**src/rtl/clock_divider_prog.sv**
```systemverilog
// Runtime-programmable clock divider: divided square wave, one-cycle period tick,
// and a divisor that is only swapped in at a period boundary or on Restart.
module clock_divider_prog #(
  parameter int unsigned WIDTH       = 16,
  parameter int unsigned DEFAULT_DIV = 50000
) (
  input  logic             ClockIn,
  input  logic             ResetN,
  input  logic             Enable,
  input  logic             Restart,
  input  logic [WIDTH-1:0] DivIn,
  input  logic             DivLoad,
  output logic             ClockOut,
  output logic             TickOut,
  output logic             DivBusy,
  output logic [WIDTH-1:0] CountOut
);

  localparam logic [WIDTH-1:0] DEF_DIV = WIDTH'(DEFAULT_DIV);
  localparam logic [WIDTH-1:0] MIN_DIV = WIDTH'(2);
  localparam logic [WIDTH-1:0] ONE     = WIDTH'(1);

  logic [WIDTH-1:0] r_count;
  logic [WIDTH-1:0] r_active;
  logic [WIDTH-1:0] r_pending;
  logic             r_busy;
  logic             r_clk;
  logic             r_tick;

  logic [WIDTH-1:0] w_div_clamped;
  logic [WIDTH-1:0] w_deff;
  logic             w_wrap;
  logic             w_swap;
  logic [WIDTH-1:0] w_next_active;
  logic [WIDTH-1:0] w_next_count;
  logic [WIDTH-1:0] w_next_deff;
  logic [WIDTH-1:0] w_next_high_at;
  logic             w_next_clk;

  assign w_div_clamped = (DivIn < MIN_DIV) ? MIN_DIV : DivIn;
  assign w_deff        = (r_active < MIN_DIV) ? MIN_DIV : r_active;
  assign w_wrap        = Enable && !Restart && (r_count == w_deff - ONE);
  assign w_swap        = Restart || w_wrap;

  // A strobe coinciding with the boundary bypasses Pending so it lands immediately.
  always_comb begin
    w_next_active = r_active;
    if (w_swap) begin
      if (DivLoad)
        w_next_active = w_div_clamped;
      else if (Restart || r_busy)
        w_next_active = r_pending;
    end
  end

  always_comb begin
    w_next_count = r_count;
    if (Restart || w_wrap)
      w_next_count = '0;
    else if (Enable)
      w_next_count = r_count + ONE;
  end

  // ClockOut is derived from the post-edge count and divisor so it stays aligned with CountOut.
  assign w_next_deff    = (w_next_active < MIN_DIV) ? MIN_DIV : w_next_active;
  assign w_next_high_at = w_next_deff - (w_next_deff >> 1);
  assign w_next_clk     = (w_next_count >= w_next_high_at);

  always_ff @(posedge ClockIn or negedge ResetN) begin
    if (!ResetN) begin
      r_count   <= '0;
      r_active  <= DEF_DIV;
      r_pending <= DEF_DIV;
      r_busy    <= 1'b0;
      r_clk     <= 1'b0;
      r_tick    <= 1'b0;
    end else begin
      r_count  <= w_next_count;
      r_active <= w_next_active;
      r_clk    <= w_next_clk;
      r_tick   <= w_wrap;
      if (DivLoad)
        r_pending <= w_div_clamped;
      if (w_swap)
        r_busy <= 1'b0;
      else if (DivLoad)
        r_busy <= 1'b1;
    end
  end

  assign ClockOut = r_clk;
  assign TickOut  = r_tick;
  assign DivBusy  = r_busy;
  assign CountOut = r_count;

endmodule

```
**config.mk**
```make
export PLATFORM = sky130hd
export DESIGN_NAME = clock_divider_prog
export DESIGN_NICKNAME = d
export VERILOG_FILES = /design/src/rtl/clock_divider_prog.sv
export SDC_FILE = /design/constraint.sdc
export NUM_CORES = 1
export LEC_CHECK = 0
export CORE_MARGIN = 4
export CORE_UTILIZATION = 45
export DETAILED_ROUTE_END_ITERATION = 8
export PLACE_DENSITY_LB_ADDON = 0.25
export SLEW_MARGIN = 40
export SYNTH_ARGS = -nofsm -noshare
export SYNTH_HDL_FRONTEND = slang
export SYNTH_SLANG_ARGS = --single-unit
```
**constraint.sdc**
```tcl
create_clock -name ClockIn -period 7.8 [get_ports ClockIn]
set_input_delay 0.78 -clock ClockIn [delete_from_list [all_inputs] [get_ports ClockIn]]
set_output_delay 0.78 -clock ClockIn [all_outputs]
set_load 0.01 [all_outputs]
```
**Yosys cells after proc, flatten, opt, wreduce, memory -nomap -nowiden**

Index checks and enable logic that the tools add are counted.

- Register bits after elaboration: 51
- Input port bits: 21
- Output and inout bits: 19
- Logic and storage cells: 30

- $add $sub $neg: 3
- $lt $le $gt $ge: 4
- Equal/unequal tests: 1
- Muxes and demuxes: 10
- Reduce and logical (&&, ||, !) cells: 6

Operators by type and width:

| kind | count |
|---|---|
| two-way mux 16 bit | 8 |
| < comparator 16 x 2 -> 1 bit, second input constant | 3 |
| adder 16 x 1 -> 16 bit, second input constant | 1 |
| equality test 16 bit | 1 |
| greater-or-equal comparator 16 bit | 1 |
| subtractor 16 x 1 -> 16 bit, second input constant | 1 |
| subtractor 16 x 15 -> 16 bit | 1 |
| logical AND 1 bit | 2 |
| logical OR 1 bit | 2 |
| two-way mux 1 bit | 2 |
| nonzero test 2 bit | 1 |
| zero test 1 bit | 1 |

**Longest topological paths before layout**

Gate-level depths: netlist of run 1.

- Word-level depth: 11
- Mapped depth: 40

**Worst setup path before layout of run 1**

OpenSTA, ideal clock, no wires.

- Path type: register to register
- From: register r_active[7]
- To: register r_clk, in the netlist ClockOut
- Library setup time: 124 ps
- Arrival time: 6,797 ps
- Data required time: 7,676 ps
- Slack: 880 ps
- Cell stages (with the launch flop): 38
- Cell sequence: dfrtp_1 -> nor4_1 -> and4_1 -> clkbuf_1 -> nand2b_1 -> ha_1 -> nor4b_1 -> a31oi_1 -> and2_1 -> o21ai_0 -> a21oi_1 -> a21oi_2 -> buf_6 -> clkbuf_1 -> o21ai_0 -> inv_1 -> ha_1 -> nand2_1 -> (+2 left out) -> mux2i_1 -> nand2_1 -> ha_1 -> inv_1 -> ha_1 -> a21oi_1 -> o21bai_1 -> mux2i_1 -> a31o_2 -> a41o_1 -> o211a_1 -> a311oi_1 -> ha_1 -> a21oi_1 -> nand2_1 -> a21oi_1 -> a211oi_1 -> o31a_1

- Longest elaborated chain between the ends: 11
- Elaborated cells on any way between the ends: 14
- Those cells by class: add/sub (2); order compare (3); eq/ne (1); mux (6); reduce/logical (2)

RTL lines:

| item | line | text |
|---|---|---|
| start: declaration | 24 | `logic [WIDTH-1:0] r_active;` |
| start signal: assignment | 79 | `r_active <= w_next_active;` |
| < comparator 16 x 2 -> 1 bit | 41 | `assign w_deff = (r_active < MIN_DIV) ? MIN_DIV : r_active;` |
| two-way mux 16 bit * | 41 |  |
| subtractor 16 x 1 -> 16 bit * | 42 | `assign w_wrap = Enable && !Restart && (r_count == w_deff - ONE);` |
| equality test 16 bit * | 42 |  |
| logical AND 1 bit * | 42 |  |
| logical OR 1 bit * | 43 | `assign w_swap = Restart \|\| w_wrap;` |
| two-way mux 16 bit * | 48 | `if (w_swap) begin` |
| via w_next_active[14] | 34 | `logic [WIDTH-1:0] w_next_active;` |
| < comparator 16 x 2 -> 1 bit | 65 | `assign w_next_deff = (w_next_active < MIN_DIV) ? MIN_DIV : w_next_active;` |
| two-way mux 16 bit * | 65 |  |
| subtractor 16 x 15 -> 16 bit * | 66 | `assign w_next_high_at = w_next_deff - (w_next_deff >> 1);` |
| greater-or-equal comparator 16 bit * | 67 | `assign w_next_clk = (w_next_count >= w_next_high_at);` |
| via w_next_clk | 38 | `logic w_next_clk;` |
| end signal: assignment | 80 | `r_clk <= w_next_clk;` |
| end: declaration | 27 | `logic r_clk;` |

Mark *: on every way through the listed nets, which the timed path passes. The rest lies on a longest branch.
A chain may end at the register's enable or synchronous reset.

**Worst setup path after layout of run 1**

Same ends and word-level chain as after synthesis.

==> results of run 1 <==
==> cell type report <==
class,count,area (um^2),area share
multi-input combinational,410,2870,0.577
timing repair buffer,48,453,0.0911
sequential,51,1290,0.260
inverter,29,109,0.0219
tap,129,161,0.0325
clock inverter,3,18.8,0.00378
clock buffer,5,68.8,0.0138
==> metrics by stage <==
| step | utilization | hold WS, ns |
|---|---|---|
| 2_1_floorplan | - | 0.448 |
| 3_3_place_gp | 0.521 | 0.458 |
| 3_5_place_dp | 0.521 | 0.472 |
| 4_1_cts | 0.530 | 0.488 |
| 5_1_grt | 0.533 | 0.519 |
| 6_report | 0.533 | 0.489 |
==> power breakdown <==
group          internal [W]  switching [W]  total [W]
logic              0.000176       0.000232   0.000409
clock network     0.0000636      0.0000981   0.000162
registers          0.000291      0.0000293   0.000320
total              0.000531       0.000360   0.000890
==> cells in the mapped netlist (all sizes together) (10+ instances only) <==
cell	count	area (um^2)
nand3	17	85.1
dfrtp	39	976
clkbuf	23	86.3
mux2	13	146
a21oi	27	139
nor3	28	140
o21ai	33	165
a21o	10	75.1
nor2	26	97.6
ha	33	413
nand4	14	87.6
nor4	13	81.3
nand2	45	169
xnor2	16	140
inv	29	109
a22oi	10	75.1
dfstp	12	315
xor2	27	236
mux2i	10	113
==> repair_timing <==
action	4_1_cts	5_1_grt
gates resized for setup	0	6
setup buffers	0	0
endpoints found under the setup margin	0	1
hold endpoints to repair	0	0
==> cell usage in the layout (no fill, tap or decap), types with 10 or more instances in the layout <==
cell type	synthesis	layout
nor4_1	13	13
a22oi_1	10	10
dfrtp_1	39	39
nand3_1	17	17
xor2_1	27	27
inv_1	29	29
nor3_1	28	28
ha_1	33	32
nand2_1	45	45
nand4_1	14	14
xnor2_1	16	16
o21ai_0	33	32
clkdlybuf4s50_1	0	38
dfstp_2	12	12
a21oi_1	26	26
nor2_1	26	25
mux2_2	13	13
a21o_1	10	10
==> routing by layer <==
layer  vias to the layer above  share of wire  track usage
met5                         -              0            0
met3                        23          0.033       0.0261
met2                       103           0.49        0.367
met1                      1965           0.45        0.287
met4                         0          0.025       0.0639
li1                       1941              -            -
==> worst max-delay path by stage <==
stage / from / end / slack (ns) / depth (start not counted)
after global placement: r_active[15]$_DFF_PN1_ / ClockOut$_DFF_PN0_ / 0.62 / 36
after CTS: r_active[7]$_DFF_PN0_ / ClockOut$_DFF_PN0_ / 0.18 / 37
after detailed placement: r_active[7]$_DFF_PN0_ / ClockOut$_DFF_PN0_ / 0.23 / 37
final: r_active[7]$_DFF_PN0_ / ClockOut$_DFF_PN0_ / 0.51 / 37
after global routing: r_active[7]$_DFF_PN0_ / ClockOut$_DFF_PN0_ / 0.03 / 37
after floorplan: r_active[7]$_DFF_PN0_ / ClockOut$_DFF_PN0_ / 0.88 / 37
==> cell families after synthesis <==
family          share of synthesized area
buf+inv                            0.0511
fa+ha+maj                          0.0947
flops                               0.296
xor+xnor                           0.0864
compound gates                      0.184
simple gates                        0.228
mux                                0.0594
==> sequential cells by signal, summed over array words and instances (netlist names) <==
name / flops
TickOut: 1
r_active: 16
CountOut: 16
DivBusy: 1
r_pending: 16
ClockOut: 1
==> worst min-delay path: stages, from the launching register on <==
cell and delay (ns):
dfstp_2 0.39, inv_1 0.04, o21ai_0 0.06
==> impl_results.md, run 1 <==
- Power Dens Cells: 179 mW/mm^2
- Ys flop type: dfrtp_1
- Largest net degree at the start of global routing: 52
- PnR worst setup slack: 0.513 ns
- Register-to-register path setup slack: 0.51 ns
- Vias in the first global route: 3,953
- Num CTS Buffers: 5
- Leak pwr: 2.15 nW
- Period Utilization, post-route: 0.934
- Worst EP required: 8.00 ns
- Die Wd: 106 um
- Routed len/inst: 17.8 um
- Number of remaining DRC errors: 0
- Final min period: 7.29 ns
- Core area: 0.00933 mm^2
- Area grow syn2layout: 14.0%
- # hold bufs at CTS: 0
- Synth cell types: 61
- Worst Hold Depth: 2
- Clock transition at path regs: 0.11 ns
- Share of flip-flops with an asynchronous set or reset: 1.00
- DP HPWL: 9.25 mm
- Vias/cell: 5.97
- Antenna cells: 0
- Hold Crit Class: flip-flop to flip-flop
- Maximum buffer depth of the clock tree: 2
- Buf/Inv on CP: 3
- Type of origin of the critical path: flip-flop
- Crit path max fanout: 12
- CP max-delay cell: dfrtp_1
- Die H: 106 um
- Sink Count: 51
- GR Util All Layers: 0.215
- Syn_nets: 572
- Initial Utilization: 0.467
- Placed Area: 0.00486 mm^2
- Max Freq: 0.137 GHz
- FF-to-FF path depth: 37
- Critical R2R Capture: ClockOut$_DFF_PN0_
- Clk root buf: clkbuf_8
- Die area: 0.0113 mm^2
- Setup crit end kind: flip-flop
- Total power: 0.000890 W
- Placed cells: 667
- Largest delay share family, worst path: compound AO/OA/AOI/OAI gates
- CTS tree: yes
- Worst clock skew: 0.0127 ns
- Fillers: 912
- Post-Route WL: 12.0 mm
- Arr. time, crit path: 7.49 ns
- Site Rows: 35
- Cell area after synthesis: 0.00436 mm^2
- Final hold vios: 0
- DRT iter0 DRCs: 201
- Routed vias: 4,032
- Max VDD drop: 0.0873 mV
- Port bufs: 39
- Setup TNS: 0 ns
- Number of synthesized register bits: 51
- Ports: 40
- Initial antenna violation count: 0
- Final nets: 599
- Endpoint, Worst Hold: r_pending[15]$_DFFE_PN1P_
- Pre-CTS WS: 0.234 ns
- Max_cap viols: 0
- First-pass GRT wire length: 19.8 mm
- Skew-Pair Late Insertion Delay: 0.32 ns
- Mapped Cells: 518
- Post-synth EDFFs: 0
- # H-tree levels: 2
- Grt total ovfl: 0
- Reg-to-reg startpoint: r_active[7]$_DFF_PN0_
- RSZ-0062 raised after global routing: no
- Hold path startpoint: r_pending[15]$_DFFE_PN1P_
- Routability cong.: 0.930
- Mean Syn Cell Area: 8.41 um^2
- Fraction of the yosys area taken by sequential cells: 0.296
- Crit Path Class: flip-flop to flip-flop
- Final Max Tran Viols: 0
- Outcome: finished, final reports clean
- CP peak stage delay: 0.47 ns
- Warnings, synthesis: 0
- Worst Max-Slew Pin Slew: 0.771 ns
- DRT antenna net count: 0
- Final setup fails: 0
- Initial DRT Pass Iterations: 5
- Layout cell share with drive strength beyond 1: 0.108
- Final instance area: 0.00497 mm^2
- Slew HR: 0.482
- Fin cells: 675
Note: power is estimated with default switching activity, not from simulation.
==> run 2: changes to the inputs <==
--- a/config.mk
+++ b/config.mk
@@ -5,6 +5,7 @@
 export SDC_FILE = /design/constraint.sdc
 export NUM_CORES = 1
 export LEC_CHECK = 0
+export CORE_ASPECT_RATIO = 2
 export CORE_MARGIN = 4
 export CORE_UTILIZATION = 45
 export DETAILED_ROUTE_END_ITERATION = 8
==> run 2 against run 1 <==
Effect of this change:
- sequential power hardly changed
- clock skew is 0.0052 ns lower
- maximum frequency is 0.25% higher
- global-route usage is 0.28 points higher
- count of clock-buffer cells in the layout stayed put
- non-clock buffer count is 1 higher
- largest power group unchanged
- highest routed layer unchanged
==> impl_results.md, run 2 (synthesized netlist as in run 1, its figures left out) <==
- Outcome: finished, final reports clean
- Die Wd: 77.6 um (-27%)
- Layout cell share with drive strength beyond 1: 0.108 (-0.000198)
- Setup TNS: 0 ns (unchanged)
- Number of remaining DRC errors: 0 (unchanged)
- Total power: 0.000966 W (+8.5%)
- Site Rows: 50 (+43%)
- Sink Count: 51 (unchanged)
- Initial DRT Pass Iterations: 4 (-1)
- Max VDD drop: 0.176 mV (+100%)
- Post-Route WL: 12.3 mm (+2.0%)
- Area of the multi-input gates: 0.00287 mm^2 (about the same)
- Routed vias: 4,029 (-0.074%)
- Die area: 0.0114 mm^2 (+0.84%)
- Seq pwr share: 0.330 (-0.029)
- Power Dens Cells: 193 mW/mm^2 (+7.6%)
- Fillers: 892 (-2.2%)
- Largest net degree at the start of global routing: 52 (unchanged)
- Type of origin of the critical path: flip-flop
- Port bufs: 39 (unchanged)
- # hold bufs at CTS: 0 (unchanged)
- Final Max Tran Viols: 0 (unchanged)
- Worst Hold Depth: 2 (unchanged)
- Routability cong.: 0.970 (+4.3%)
- Final nets: 600 (+0.17%)
- Clock transition at path regs: 0.08 ns (-0.03 ns)
- Final min period: 7.27 ns (-0.0183 ns)
- Final setup fails: 0 (unchanged)
- Vias/cell: 6.19 (+3.6%)
- Internal: 0.000591 W (+11%)
- Leak pwr: 2.18 nW (+1.4%)
- Period Utilization, post-route: 0.932 (-0.00235)
- RSZ-0062 raised after global routing: no
- Gate power share: 0.426 (-0.033)
- Crit path max fanout: 37 (+25)
- Max_cap viols: 0 (unchanged)
- Final core utilization: 0.534 (+0.00134)
- Antenna cells: 0 (unchanged)
- DP HPWL: 9.75 mm (+5.5%)
- Slew HR: 0.492 (+0.00957)
- Grt total ovfl: 0 (unchanged)
- Crit Path Class: flip-flop to flip-flop
- # H-tree levels: 2 (unchanged)
- Initial Utilization: 0.464 (-0.00280)
- Area grow syn2layout: 15.0%
- Setup crit end kind: flip-flop
- Part of the power in the clock network: 0.243 (+0.061)
- NetSw: 0.000375 W (+4.2%)
- DRT antenna net count: 0 (unchanged)
- CP peak stage delay: 0.44 ns (-0.03 ns)
- Commonest non-fill, non-tap cell in the layout: nand2_1
- First-pass GRT wire length: 20.0 mm (+0.73%)
- Worst clock skew: 0.00758 ns (-0.00517 ns)
- Skew-Pair Late Insertion Delay: 0.30 ns (-0.02 ns)
- Initial antenna violation count: 0 (unchanged)
- Arr. time, crit path: 7.45 ns (-0.04 ns)
- Vias in the first global route: 4,065 (+2.8%)
- CP max-delay cell: dfrtp_1
- Max Freq: 0.138 GHz (+0.25%)
- FF+latch area: 0.00129 mm^2 (unchanged)
- Num CTS Buffers: 5 (unchanged)
- GR Util All Layers: 0.218 (+0.00278)
- DRT iter0 DRCs: 210 (+4.5%)
- Most used cell, CP: ha_1
- CTS tree: yes
- Maximum buffer depth of the clock tree: 2 (unchanged)
- Hold Crit Class: flip-flop to flip-flop
- Clk root buf: clkbuf_16
- Worst EP required: 7.98 ns (-0.02 ns)
- Most frequent cells in the layout: nand2_1 (45), dfrtp_1 (39), clkdlybuf4s50_1 (38)
- Die H: 147 um (+38%)
- Ports: 40 (unchanged)
- Worst Max-Slew Pin Slew: 0.760 ns (-0.0112 ns)
- Core area: 0.00938 mm^2 (+0.60%)
- Switch share: 0.388 (-0.0160)
- Routed len/inst: 18.8 um (+5.7%)
- FF-to-FF path depth: 36 (-2.7%)
- Final hold vios: 0 (unchanged)
-- run 2: metal layers --
layer	vias up	GRT usage	part of all wire
met2	91	0.397	0.54
li1	1958	-	-
met3	40	0.0239	0.028
met4	0	0.146	0.065
met5	-	0	0
met1	1940	0.229	0.37
-- run 2: cell type report --
| cell class | instances | area share |
|---|---|---|
| multi-input combinational | 410 | 0.572 |
| timing repair buffer | 49 | 0.0926 |
| inverter | 29 | 0.0217 |
| tap | 104 | 0.0260 |
| sequential | 51 | 0.258 |
| clock buffer | 5 | 0.0250 |
| clock inverter | 3 | 0.00549 |
-- run 2: path summary, 6_finish.rpt --
check | from | to | slack, ns
min in group asynchronous | ResetN | CountOut[2]$_DFF_PN0_ | 0.57
max in group asynchronous | ResetN | CountOut[9]$_DFF_PN0_ | 6.75
hold / removal | r_pending[3]$_DFFE_PN0P_ | r_pending[3]$_DFFE_PN0P_ | 0.48
setup reg to reg | r_active[7]$_DFF_PN0_ | ClockOut$_DFF_PN0_ | 0.53
hold reg to reg | r_pending[3]$_DFFE_PN0P_ | r_pending[3]$_DFFE_PN0P_ | 0.48
setup / recovery | r_active[7]$_DFF_PN0_ | ClockOut$_DFF_PN0_ | 0.53
-- run 2: timing repair --
item | 4_1_cts | 5_1_grt
endpoints found under the setup margin | 0 | 1
gates resized for setup | 0 | 8
buffers inserted | 0 | 0
-- run 2: metrics by stage --
step           instances  setup slack [ns]  area (um^2)  hold slack [ns]
3_5_place_dp         643             0.298         4830            0.469
6_report             651             0.532         5010            0.485
3_3_place_gp         643             0.679         4830            0.465
4_1_cts              651             0.276         4990            0.489
5_1_grt              651            0.0244         5010            0.506
2_1_floorplan        518             0.880         4360            0.448
-- run 2: power by group through the flow --
stage	sequential, W	combinational, W	clock, W
after global placement	0.000322	0.000392	0
after detailed placement	0.000324	0.000406	0
after CTS	0.000318	0.000408	0.000238
after global routing	0.000323	0.000462	0.000249
after floorplan	0.000313	0.000301	0
final	0.000319	0.000412	0.000235
-- run 2: critical path, delay by kind of cell, from the launching register on --
family | cells | cell delay, ns
AND/OR/NAND/NOR | 11 | 2.09
XOR/XNOR | 1 | 0.14
AO/OA/AOI/OAI | 14 | 2.53
multiplexers | 2 | 0.31
adder cells (fa/ha/maj) | 5 | 1.18
buffers and inverters | 3 | 0.44
flip-flops | 1 | 0.44
